==> src/rtl/f2h_pkg.sv <==
// f2h_pkg: shared widths and word type for the FPGA-to-HPS result FIFO
package f2h_pkg;
  localparam int F2H_WIDTH = 32;
  localparam int F2H_DEPTH = 16;
  localparam int F2H_PTR_W = $clog2(F2H_DEPTH);
  localparam int F2H_CNT_W = F2H_PTR_W + 1;
  typedef logic [F2H_WIDTH-1:0] f2h_word_t;
endpackage

==> src/rtl/f2h_fifo_mem.sv <==
// f2h_fifo_mem: register array, one synchronous write port, one asynchronous read port
module f2h_fifo_mem #(
  parameter int WIDTH = 32,
  parameter int DEPTH = 16
) (
  input  logic                     clk,
  input  logic                     we_i,
  input  logic [$clog2(DEPTH)-1:0] waddr_i,
  input  logic [WIDTH-1:0]         wdata_i,
  input  logic [$clog2(DEPTH)-1:0] raddr_i,
  output logic [WIDTH-1:0]         rdata_o
);
  logic [WIDTH-1:0] mem_q [DEPTH];
  // store accepted words; contents need no reset since they are masked while empty
  always_ff @(posedge clk)
    if (we_i) mem_q[waddr_i] <= wdata_i;
  assign rdata_o = mem_q[raddr_i];
endmodule

==> src/rtl/f2h_result_fifo.sv <==
// f2h_result_fifo: show-ahead result FIFO feeding the HPS PIO read port, with sticky error flags
module f2h_result_fifo
  import f2h_pkg::*;
#(
  parameter int WIDTH = F2H_WIDTH,
  parameter int DEPTH = F2H_DEPTH
) (
  input  logic                       clk,
  input  logic                       rst_n,
  input  logic                       flush,
  input  logic                       wr_valid,
  input  logic [WIDTH-1:0]           wr_data,
  output logic                       wr_ready,
  input  logic                       rd_en,
  output logic [WIDTH-1:0]           rd_data,
  output logic [$clog2(DEPTH):0]     count,
  output logic                       empty,
  output logic                       full,
  output logic                       overflow,
  output logic                       underflow
);
  localparam int AW = $clog2(DEPTH);
  localparam int CW = AW + 1;
  logic [AW-1:0] wr_ptr_q, wr_ptr_d, rd_ptr_q, rd_ptr_d;
  logic [CW-1:0] count_q, count_d;
  logic          ovf_q, ovf_d, unf_q, unf_d, push, pop;
  logic [WIDTH-1:0] head;
  assign empty     = count_q == '0;
  assign full      = count_q == CW'(DEPTH);
  assign wr_ready  = !full;
  assign count     = count_q;
  assign overflow  = ovf_q;
  assign underflow = unf_q;
  assign rd_data   = empty ? '0 : head;
  f2h_fifo_mem #(.WIDTH(WIDTH), .DEPTH(DEPTH)) u_mem (
    .clk     (clk),
    .we_i    (push && !flush),
    .waddr_i (wr_ptr_q),
    .wdata_i (wr_data),
    .raddr_i (rd_ptr_q),
    .rdata_o (head)
  );
  // handshake and next state; flush overrides any push or pop in the same cycle
  always_comb begin
    push     = wr_valid && !full;
    pop      = rd_en && !empty;
    wr_ptr_d = flush ? '0 : wr_ptr_q + AW'(push);
    rd_ptr_d = flush ? '0 : rd_ptr_q + AW'(pop);
    count_d  = flush ? '0 : (push && !pop) ? count_q + CW'(1) : (pop && !push) ? count_q - CW'(1) : count_q;
    ovf_d    = !flush && (ovf_q || (wr_valid && full));
    unf_d    = !flush && (unf_q || (rd_en && empty));
  end
  // state registers, cleared asynchronously by reset
  always_ff @(posedge clk or negedge rst_n)
    if (!rst_n) begin
      wr_ptr_q <= '0;
      rd_ptr_q <= '0;
      count_q  <= '0;
      ovf_q    <= 1'b0;
      unf_q    <= 1'b0;
    end else begin
      wr_ptr_q <= wr_ptr_d;
      rd_ptr_q <= rd_ptr_d;
      count_q  <= count_d;
      ovf_q    <= ovf_d;
      unf_q    <= unf_d;
    end
endmodule

==> config.mk <==
export PLATFORM = sky130hd
export DESIGN_NAME = f2h_result_fifo
export DESIGN_NICKNAME = d
export VERILOG_FILES = /design/src/rtl/f2h_pkg.sv /design/src/rtl/f2h_fifo_mem.sv /design/src/rtl/f2h_result_fifo.sv
export SDC_FILE = /design/constraint.sdc
export NUM_CORES = 1
export LEC_CHECK = 0
export CAP_MARGIN = 20
export CORE_MARGIN = 3
export CORE_UTILIZATION = 50
export CTS_BUF_LIST = sky130_fd_sc_hd__clkbuf_4
export CTS_CLUSTER_SIZE = 20
export DETAILED_ROUTE_END_ITERATION = 8
export PLACE_DENSITY = 0.74
export SYNTH_ARGS = -nofsm -noshare
export SYNTH_HDL_FRONTEND = slang
export SYNTH_SLANG_ARGS = --single-unit
==> constraint.sdc <==
create_clock -name clk -period 10.1 [get_ports clk]
set_input_delay 1.01 -clock clk [delete_from_list [all_inputs] [get_ports clk]]
set_output_delay 1.01 -clock clk [all_outputs]
set_load 0.01 [all_outputs]
==> results of run 1 <==
[power groups by stage]
stage / logic, mW / registers, mW / clock network, mW
floorplan: 0.971 / 2.52 / 0
global placement: 1.39 / 2.57 / 0
detailed placement: 1.40 / 2.58 / 0
CTS: 1.41 / 2.53 / 1.84
global route: 1.49 / 2.54 / 1.96
finish: 1.38 / 2.53 / 1.79
[worst min path at each step]
stage / from / endpoint / slack (ps)
global placement: overflow$_DFF_PN0_ / overflow$_DFF_PN0_ / 480
finish: overflow$_DFF_PN0_ / overflow$_DFF_PN0_ / 500
CTS: overflow$_DFF_PN0_ / overflow$_DFF_PN0_ / 500
global route: overflow$_DFF_PN0_ / overflow$_DFF_PN0_ / 530
detailed placement: overflow$_DFF_PN0_ / overflow$_DFF_PN0_ / 480
floorplan: overflow$_DFF_PN0_ / overflow$_DFF_PN0_ / 530
[routing by layer]
metal / vias to the layer above / part of all wire (%) / routed length [µm]
met5: - / 0.031 / 13
met4: 2 / 1.8 / 755
met3: 66 / 8.0 / 3350
met2: 433 / 49 / 20500
met1: 5211 / 41 / 17400
li1: 4321 / - / -
[cell usage in the layout, fill, tap and decap left out, drive strengths merged, types with 2 or more instances in the layout]
cell / Yosys / layout
edfxtp: 512 / 512
clkbuf: 15 / 181
mux4: 128 / 128
clkdlybuf4s50: 0 / 78
nor3: 36 / 36
mux2i: 32 / 32
a221o: 32 / 32
clkinv: 0 / 32
buf: 34 / 24
nor2: 23 / 23
dfrtp: 15 / 15
inv: 6 / 9
ha: 8 / 8
nand2: 7 / 7
nor2b: 7 / 7
o21ai: 7 / 7
a21oi: 6 / 6
bufinv: 0 / 6
nand4: 4 / 4
nand3: 4 / 4
xnor2: 3 / 3
nand2b: 3 / 3
and2: 3 / 3
clkinvlp: 0 / 3
or4: 3 / 3
xor2: 2 / 2
a211oi: 2 / 2
[layout make-up]
type                       count  share of cell area (%)
clock buffer                 181                    5.77
antenna                        1                  0.0106
clock inverter                44                    1.49
multi-input combinational    320                    18.8
timing repair buffer         102                    4.22
inverter                       6                  0.0956
sequential                   527                    66.9
tap                          525                    2.79
[kinds of logic (layout without fill, tap and decap cells)]
logic type,count (synthesis),count (layout),share of synthesized area [%]
buffers and inverters,55,333,1.58
xor gates and xnor gates,5,5,0.215
DFF,527,527,77.3
adders and majority gates,9,9,0.589
AOI/OAI and AO/OA,53,53,2.23
other,0,1,0
and+or+nand+nor,93,93,2.41
muxes,160,160,15.7
[synthesized netlist by cell type (2+ instances only)]
master	count	share of area (%)
a21oi_1	6	0.15
mux4_2	128	14
nand2_1	7	0.13
a221o_1	32	1.6
buf_6	7	0.39
xnor2_1	3	0.13
mux2i_1	32	1.6
nor2b_1	7	0.21
buf_1	2	0.037
nor3_1	36	0.88
nand3_1	4	0.098
nand4_1	4	0.12
and2_1	3	0.092
edfxtp_1	512	75
nor2_1	21	0.39
clkbuf_1	14	0.26
or4_1	2	0.074
o21ai_0	5	0.12
buf_2	14	0.34
nand2b_1	3	0.092
xor2_1	2	0.086
a211oi_1	2	0.074
dfrtp_1	15	1.8
inv_1	5	0.092
buf_4	11	0.41
ha_1	8	0.49
[metrics by stage]
stage | cell area, µm² | total power [mW] | std cells | setup slack, ps | hold slack, ps
2_1_floorplan | 20400 | 3.49 | 902 | 5820 | 526
3_3_place_gp | 21800 | 3.96 | 1477 | 5350 | 481
3_5_place_dp | 21900 | 3.97 | 1480 | 5320 | 482
4_1_cts | 23600 | 5.77 | 1705 | 4470 | 497
5_1_grt | 23600 | 5.99 | 1706 | 4300 | 532
6_report | 23600 | 5.70 | 1706 | 4530 | 500
[registers in the layout, summed over array words and instances (netlist names)]
register	cells
rd_ptr_q	4
count	5
u_mem.mem_q	512
underflow	1
overflow	1
wr_ptr_q	4
[worst max-delay path, cell delays in order (launching register included)]
cell             delay, ps
dfrtp_4                780
buf_4                  710
buf_4                  710
mux4_2                 410
mux2i_1                190
nor3_1                  80
a221o_1                340
clkdlybuf4s50_1        490
==> out/results.txt, run 1 <==
Num CTS Buffers - 131
routed vias - 10,000
DIE HEIGHT - 208 µm
Ys Warns - 0
die width - 208 µm
total nets after synthesis - 948
Async SR Flop Fraction - 2.85%
Synth cell types - 43
Synth Register Bits - 527
Worst VDD drop - 205 µV
buffers added on ports - 78
H-Tree Depth - 4
CP endpoint kind - output port
FF+latch area - 15,800 µm²
largest net degree at the start of global routing - 106
Post-CTS Setup Inserts - 0
Vias/cell - 5.88
crit path from - rd_ptr_q[1]$_DFF_PN0_
slew margin rel. - 35.9%
routability congestion estimate - 0.709
die footprint - 43,200 µm²
synthesized area - 20,400 µm²
Internal - 4.17 mW
via count of the first global-routing pass - 10,500
sw frac - 26.9%
P&R area growth vs syn - 15.6%
Net Sw Power - 1.53 mW
Hold Buf Count CTS - 0
Root Buffer - clkbuf_4
met2 usage in global routing - 30.5%
cells on worst reg2reg path - 9
Cell Pwr Density - 242 nW/µm²
crit path kind - flop to output port
Reg clk slew, reported paths - 60 ps
M1 GR Usage - 28.0%
Lkg Pwr - 7.41 nW
Wirelength per Cell - 24.6 µm
# IOs - 79
initial antenna violation count - 2
unrepaired setup endpoints after global routing - no
Worst Hold Class - flop to flop
first-pass GRT wire length - 64,700 µm
most used routing layer - met2
Max Cap Viol - 0
grt met3 use - 5.81%
Clock Latency Late Sink - 770 ps
Seq/Total Area, Yosys - 77.3%
min cycle time layout - 5570 ps
fillers - 2,880
power share of the clock group - 31.5%
Detailed Route WL - 42,100 µm
RR Startpoint - count[2]$_DFFE_PN0P_
R2R Setup Slk - 6380 ps
EDFF count, synth - 512
ys flop type - edfxtp_1
max-slew violations - 0
Logic pwr share - 24.2%
Worst-Margin Slew - 961 ps
post-route ant nets - 0
Worst Hold Depth - 2
Critical Path Fanout Max - 51
Worst Setup EP - rd_data[28]
Core Rows - 73
setup violators final - 0
layout cells sized above 1 - 31.9%
Syn Inst Count - 902
global-route usage over all layers - 19.9%
residual DRC count - 0
worst r2r dst - count[4]$_DFFE_PN0P_
Tcrit/Tclk final - 55.1%
critical path required time - 9090 ps
setup TNS after final layout - 0 ps
residual overflow from global routing - 0
dpl hpwl - 21,200 µm
# clock sinks - 527
area of the multi-input gates - 4420 µm²
Resized cells post-CTS - 0
final hold violation count - 0
status - complete, no violations
fmax - 180 MHz
Worst Path Arrival - 4560 ps
CTS Buffer Depth - 3
CP startpoint kind - flop
register share of total power - 44.3%
total iterations of the first detailed-routing run - 5
syn_area_per_cell - 22.6 µm²
Placeable Area - 40,000 µm²
Iter 0 DRT Violations - 893
CTS tree - built
Initial Util - 51.0%
Worst Skew - 40.5 ps
Util after Layout - 58.9%
nets - 1,134
(Power assumes the default switching activity.)
==> run 2, diff against run 1 <==
==> constraint.sdc (replaced) <==
create_clock -name clk -period 5.7 [get_ports clk]
set_input_delay 0.57 -clock clk [delete_from_list [all_inputs] [get_ports clk]]
set_output_delay 0.57 -clock clk [all_outputs]
set_load 0.01 [all_outputs]
==> out/results.txt, run 2 (synthesis gave the netlist of run 1 again) <==
Num CTS Buffers - 132 (+0.76%)
Initial Util - 51.0% (unchanged)
total iterations of the first detailed-routing run - 5 (unchanged)
via count of the first global-routing pass - 10,700 (+2.2%)
setup TNS after final layout - 0 ps (unchanged)
Worst-Margin Slew - 1040 ps (+75.5 ps)
crit-path max cell delay - 630 ps (-150 ps)
Worst VDD drop - 240 µV (+17%)
Util after Layout - 58.9% (about the same)
Iter 0 DRT Violations - 1,001 (+12%)
Wirelength per Cell - 24.3 µm (-1.6%)
crit-path cells - or4_4 > nor2_8 > nor2_4 > buf_16 > a221o_1 > clkdlybuf4s50_1
max-slew violations - 0 (unchanged)
setup violators final - 0 (unchanged)
die footprint - 43,200 µm² (unchanged)
CP startpoint kind - flop
max FFs per register - 512 (unchanged)
first-pass GRT wire length - 63,900 µm (-1.3%)
slowest stage cell, crit path - nor2_8
Logic pwr share - 24.3% (about the same)
Lkg Pwr - 7.42 nW (+0.11%)
post-route ant nets - 0 (unchanged)
Final Non-Filler Cells - 1,709 (+0.18%)
Worst Path Arrival - 3930 ps (-630 ps)
Reg clk slew, reported paths - 60 ps (about the same)
nets - 1,137 (+0.26%)
min cycle time layout - 4500 ps
Placeable Area - 40,000 µm² (unchanged)
Detailed Route WL - 41,500 µm (-1.4%)
power share of the clock group - 30.8% (-0.7 points)
fillers - 2,827 (-1.8%)
largest net degree at the start of global routing - 66 (-38%)
# IOs - 79 (unchanged)
Inst Count DP - 1,481 (+0.068%)
Tcrit/Tclk final - 78.9%
pre-CTS worst setup slack - 1980 ps (-3340 ps)
residual overflow from global routing - 0 (unchanged)
Cell Pwr Density - 427 nW/µm² (+77%)
Root Buffer - clkbuf_4
Vias/cell - 5.88 (about the same)
register share of total power - 45.0% (+0.7 points)
Core Rows - 73 (unchanged)
routed vias - 10,100 (+0.20%)
worst setup margin - 1200 ps (-3330 ps)
# clock sinks - 527 (unchanged)
Net Sw Power - 2.72 mW (+78%)
Clock Latency Late Sink - 810 ps (+40 ps)
commonest non-fill, non-tap cell in the layout - edfxtp_1
CTS tree - built
Critical Path Fanout Max - 36 (-29%)
residual DRC count - 0 (unchanged)
Max Cap Viol - 0 (unchanged)
most frequent cells in the layout - edfxtp_1, clkbuf_4, mux4_2, clkdlybuf4s50_1
CTS Buffer Depth - 3 (unchanged)
Resized cells post-CTS - 0 (unchanged)
dpl hpwl - 22,600 µm (+6.4%)
routability congestion estimate - 0.730 (+2.9%)
layout cells sized above 1 - 32.6% (+0.76 points)
buffers added on ports - 78 (unchanged)
global-route usage over all layers - 19.5% (-0.45 points)
Worst Skew - 44.6 ps (+4.07 ps)
die width - 208 µm (unchanged)
P&R area growth vs syn - 15.7% (about the same)
Worst Hold Class - input pin to asynchronous set/reset pin
crit path kind - flop to output port
status - complete, no violations
DIE HEIGHT - 208 µm (unchanged)
H-Tree Depth - 4 (unchanged)
fmax - 222 MHz
slew margin rel. - 30.9% (-5.0 points)
CP endpoint kind - output port
Internal - 7.34 mW (+76%)
sw frac - 27.0% (+0.17 points)
unrepaired setup endpoints after global routing - no
register name with the most flops - u_mem.mem_q
final hold violation count - 0 (unchanged)
critical path required time - 5130 ps (-3960 ps)
Post-CTS Setup Inserts - 0 (unchanged)
initial antenna violation count - 2 (unchanged)
Hold Buf Count CTS - 0 (unchanged)
[run 2: cell types whose count changed in the layout (fill, tap and decap cells not counted), moves of 2 or more]
cell,delta
bufinv_16,-3
buf_6,-2
buf_4,+2
clkinv_1,-7
clkbuf_4,+11
clkinv_2,-2
clkinvlp_4,+2
[run 2: per-stage QoR]
| step | power, mW | hold WS, ps | instance area (µm²) |
|---|---|---|---|
| 6_report | 10.1 | 215 | 23600 |
| 3_3_place_gp | 7.05 | 481 | 21900 |
| 3_5_place_dp | 7.07 | 498 | 21900 |
| 4_1_cts | 10.2 | 163 | 23500 |
| 5_1_grt | 10.6 | 194 | 23600 |
| 2_1_floorplan | 6.18 | 274 | 20400 |
[run 2: worst paths after layout]
kind | start | end | slack, ps | depth (start not counted)
min reg2reg | overflow$_DFF_PN0_ | overflow$_DFF_PN0_ | 500 | 2
max reg2reg | count[2]$_DFFE_PN0P_ | count[4]$_DFFE_PN0P_ | 1910 | 9
max | count[2]$_DFFE_PN0P_ | rd_data[0] | 1200 | 6
max in group asynchronous | rst_n | rd_ptr_q[1]$_DFF_PN0_ | 4970 | 1
min in group clk | overflow$_DFF_PN0_ | overflow$_DFF_PN0_ | 500 | 2
min | rst_n | count[1]$_DFFE_PN0P_ | 220 | 1
[run 2: metal layers]
layer	vias to the layer above	track usage [%]	routed length, µm
li1	4316	-	-
met3	52	5.50	3360
met5	-	0	13
met1	5230	27.7	17400
met2	453	29.8	20100
met4	2	6.25	554
[run 2: worst max-delay path, delay by kind of cell, from the launching register on]
family          cells  cell delay, ps
compound gates      1             370
buf+inv             2             740
flops               1             480
simple gates        3            1540
[run 2: cell type report]
cell class / count / area (µm²) / area share, %
antenna: 1 / 2.50 / 0.0106
clock buffer: 192 / 1440 / 6.11
clock inverter: 34 / 239 / 1.01
inverter: 6 / 22.5 / 0.0955
multi-input combinational: 320 / 4420 / 18.8
sequential: 527 / 15800 / 66.8
tap: 525 / 657 / 2.79
timing repair buffer: 104 / 1030 / 4.38
[run 2: power by group through the flow]
stage | combinational, mW | clock [mW] | sequential [mW]
floorplan | 1.72 | 0 | 4.46
global placement | 2.44 | 0 | 4.61
detailed placement | 2.46 | 0 | 4.61
CTS | 2.48 | 3.19 | 4.53
global route | 2.63 | 3.41 | 4.55
finish | 2.44 | 3.10 | 4.53
==> run 3, diff against run 2 <==
--- a/config.mk
+++ b/config.mk
@@ -11,7 +11,7 @@
 export CTS_BUF_LIST = sky130_fd_sc_hd__clkbuf_4
 export CTS_CLUSTER_SIZE = 20
 export DETAILED_ROUTE_END_ITERATION = 8
-export PLACE_DENSITY = 0.74
+export PLACE_DENSITY = 0.77
 export SYNTH_ARGS = -nofsm -noshare
 export SYNTH_HDL_FRONTEND = slang
 export SYNTH_SLANG_ARGS = --single-unit
==> constraint.sdc (replaced) <==
create_clock -name clk -period 3.92 [get_ports clk]
set_input_delay 0.392 -clock clk [delete_from_list [all_inputs] [get_ports clk]]
set_output_delay 0.392 -clock clk [all_outputs]
set_load 0.01 [all_outputs]
==> out/results.txt, run 3 (synthesis gave the netlist of run 1 again) <==
status - complete, no violations
dpl hpwl - 22,700 µm (+0.50%)
final hold violation count - 0 (unchanged)
fillers - 2,856 (+1.0%)
DIE HEIGHT - 208 µm (unchanged)
buffers added on ports - 78 (unchanged)
initial antenna violation count - 2 (unchanged)
die footprint - 43,200 µm² (unchanged)
crit-path max cell delay - 870 ps (+240 ps)
# clock sinks - 527 (unchanged)
Lkg Pwr - 7.47 nW (+0.77%)
Logic pwr share - 25.7% (+1.4 points)
Post-CTS Setup Inserts - 0 (unchanged)
grt met3 use - 4.69% (-0.81 points)
register name with the most flops - u_mem.mem_q
max FFs per register - 512 (unchanged)
residual DRC count - 0 (unchanged)
routed vias - 10,100 (+0.20%)
Placeable Area - 40,000 µm² (unchanged)
sw frac - 27.0% (about the same)
Clock Latency Late Sink - 800 ps (about the same)
met2 usage in global routing - 31.7% (+1.9 points)
crit-path cells - or4_4 > nor2_8 > nor2_4 > a221o_1 > clkdlybuf4s50_1
cells on worst reg2reg path - 9 (unchanged)
first-pass GRT wire length - 64,400 µm (+0.78%)
min cycle time layout - 3800 ps
power share of the clock group - 30.4% (-0.4 points)
slew margin rel. - 22.7% (-8.2 points)
most used routing layer - met2
Reg clk slew, reported paths - 60 ps (about the same)
CTS tree - built
H-Tree Depth - 4 (unchanged)
die width - 208 µm (unchanged)
Worst Path Arrival - 3410 ps (-520 ps)
R2R Setup Slk - 830 ps (-1080 ps)
residual overflow from global routing - 0 (unchanged)
global-route usage over all layers - 19.7% (+0.18 points)
nets - 1,150 (+1.1%)
RR Startpoint - count[3]$_DFFE_PN0P_
Hold Buf Count CTS - 0 (unchanged)
Root Buffer - clkbuf_4
Wirelength per Cell - 24.3 µm (+0.23%)
CTS Buffer Depth - 3 (unchanged)
fmax - 263 MHz
unrepaired setup endpoints after global routing - no
post-route ant nets - 0 (unchanged)
P&R area growth vs syn - 16.3%
Inst Count DP - 1,494 (+0.88%)
Worst Skew - 43.1 ps (-1.54 ps)
worst r2r dst - count[4]$_DFFE_PN0P_
# IOs - 79 (unchanged)
Tcrit/Tclk final - 97.0%
register share of total power - 43.9% (-1.1 points)
Core Rows - 73 (unchanged)
setup violators final - 0 (unchanged)
FF+latch area - 15,800 µm² (unchanged)
critical path required time - 3530 ps (-1600 ps)
Worst Hold Class - input pin to asynchronous set/reset pin
max-slew violations - 0 (unchanged)
crit path from - count[0]$_DFFE_PN0P_
Net Sw Power - 3.97 mW (+46%)
via count of the first global-routing pass - 10,800 (+0.92%)
setup TNS after final layout - 0 ps (unchanged)
layout cells sized above 1 - 32.8% (+0.14 points)
Final Non-Filler Cells - 1,716 (+0.41%)
most frequent cells in the layout - edfxtp_1, clkbuf_4, mux4_2, clkdlybuf4s50_1
routability congestion estimate - 0.776 (+6.3%)
Iter 0 DRT Violations - 700 (-30%)
Worst VDD drop - 354 µV (+47%)
Cell Pwr Density - 620 nW/µm² (+45%)
slowest stage cell, crit path - nor2_4
Vias/cell - 5.87 (-0.21%)
Util after Layout - 59.3% (+0.35 points)
Total Power - 14.7 mW (+46%)
Num CTS Buffers - 133 (+0.76%)
Critical Path Fanout Max - 32 (-11%)
crit path kind - flop to output port
CP startpoint kind - flop
CP endpoint kind - output port
Max Cap Viol - 0 (unchanged)
Initial Util - 51.0% (unchanged)
commonest non-fill, non-tap cell in the layout - edfxtp_1
total iterations of the first detailed-routing run - 6 (+1)
Internal - 10.7 mW (+46%)
hold_ws - 41.6 ps (-174 ps)
area of the multi-input gates - 4440 µm² (+0.28%)
Detailed Route WL - 41,700 µm (+0.64%)
Worst Setup EP - rd_data[25]
largest net degree at the start of global routing - 33 (-50%)
Worst-Margin Slew - 1160 ps (+121 ps)
M1 GR Usage - 26.7% (-1.0 points)
## run 3: cell count changes in the layout (fill, tap and decap cells not counted)
cell | previous run | this run
inv_2 | 3 | 4
clkinvlp_4 | 5 | 2
clkinv_4 | 2 | 0
clkinv_1 | 19 | 22
buf_12 | 3 | 11
buf_6 | 0 | 1
nor3_4 | 0 | 2
clkinv_2 | 3 | 0
clkbuf_4 | 192 | 191
buf_4 | 22 | 26
buf_16 | 1 | 0
nor3_2 | 4 | 2
## run 3: worst min-delay path by stage
stage / startpoint / endpoint
final: rst_n / count[3]$_DFFE_PN0P_
after global routing: rst_n / count[3]$_DFFE_PN0P_
after CTS: rst_n / rd_ptr_q[1]$_DFF_PN0_
after detailed placement: overflow$_DFF_PN0_ / overflow$_DFF_PN0_
after global placement: overflow$_DFF_PN0_ / overflow$_DFF_PN0_
after floorplan: rst_n / count[0]$_DFFE_PN0P_
## run 3: layout make-up
type / count / area share, %
flip-flops and latches: 527 / 66.4
multi-input cells: 320 / 18.7
clock buffers: 191 / 6.05
repair buffers: 116 / 5.09
well taps: 525 / 2.77
clock inverters: 30 / 0.839
inverters: 6 / 0.0950
diodes: 1 / 0.0106
## run 3: repair_timing
item,in CTS,in global routing
resized for setup,0,1
pin swaps,1,1
setup endpoints to repair,1,5
## run 3: power groups by stage
stage	combinational [mW]	sequential [mW]	clock [mW]
after global placement	3.79	6.56	0
after CTS	3.86	6.46	4.60
final	3.78	6.46	4.47
after detailed placement	3.84	6.57	0
after floorplan	2.50	6.49	0
after global routing	4.06	6.47	4.89
## run 3: critical path: cells and delay by family, from the launching register on
kind	cells	cell delay [ps]
flip-flops	1	500
buffers and inverters	1	580
AO/OA/AOI/OAI	1	400
AND/OR/NAND/NOR	3	1160
## run 3: routing by layer
layer | vias up | routed length [µm] | part of all wire, %
met5 | - | 13 | 0.031
met4 | 2 | 902 | 2.2
met2 | 425 | 21000 | 50
met1 | 5242 | 17000 | 41
met3 | 66 | 2860 | 6.9
li1 | 4338 | - | -
## run 3: metrics by stage
| stage | setup WS [ps] | area, µm² |
|---|---|---|
| after floorplan | 153 | 20400 |
| after global placement | 917 | 22100 |
| after detailed placement | 847 | 22100 |
| after CTS | 20.5 | 23700 |
| after global routing | 4.60 | 23700 |
| final | 118 | 23700 |
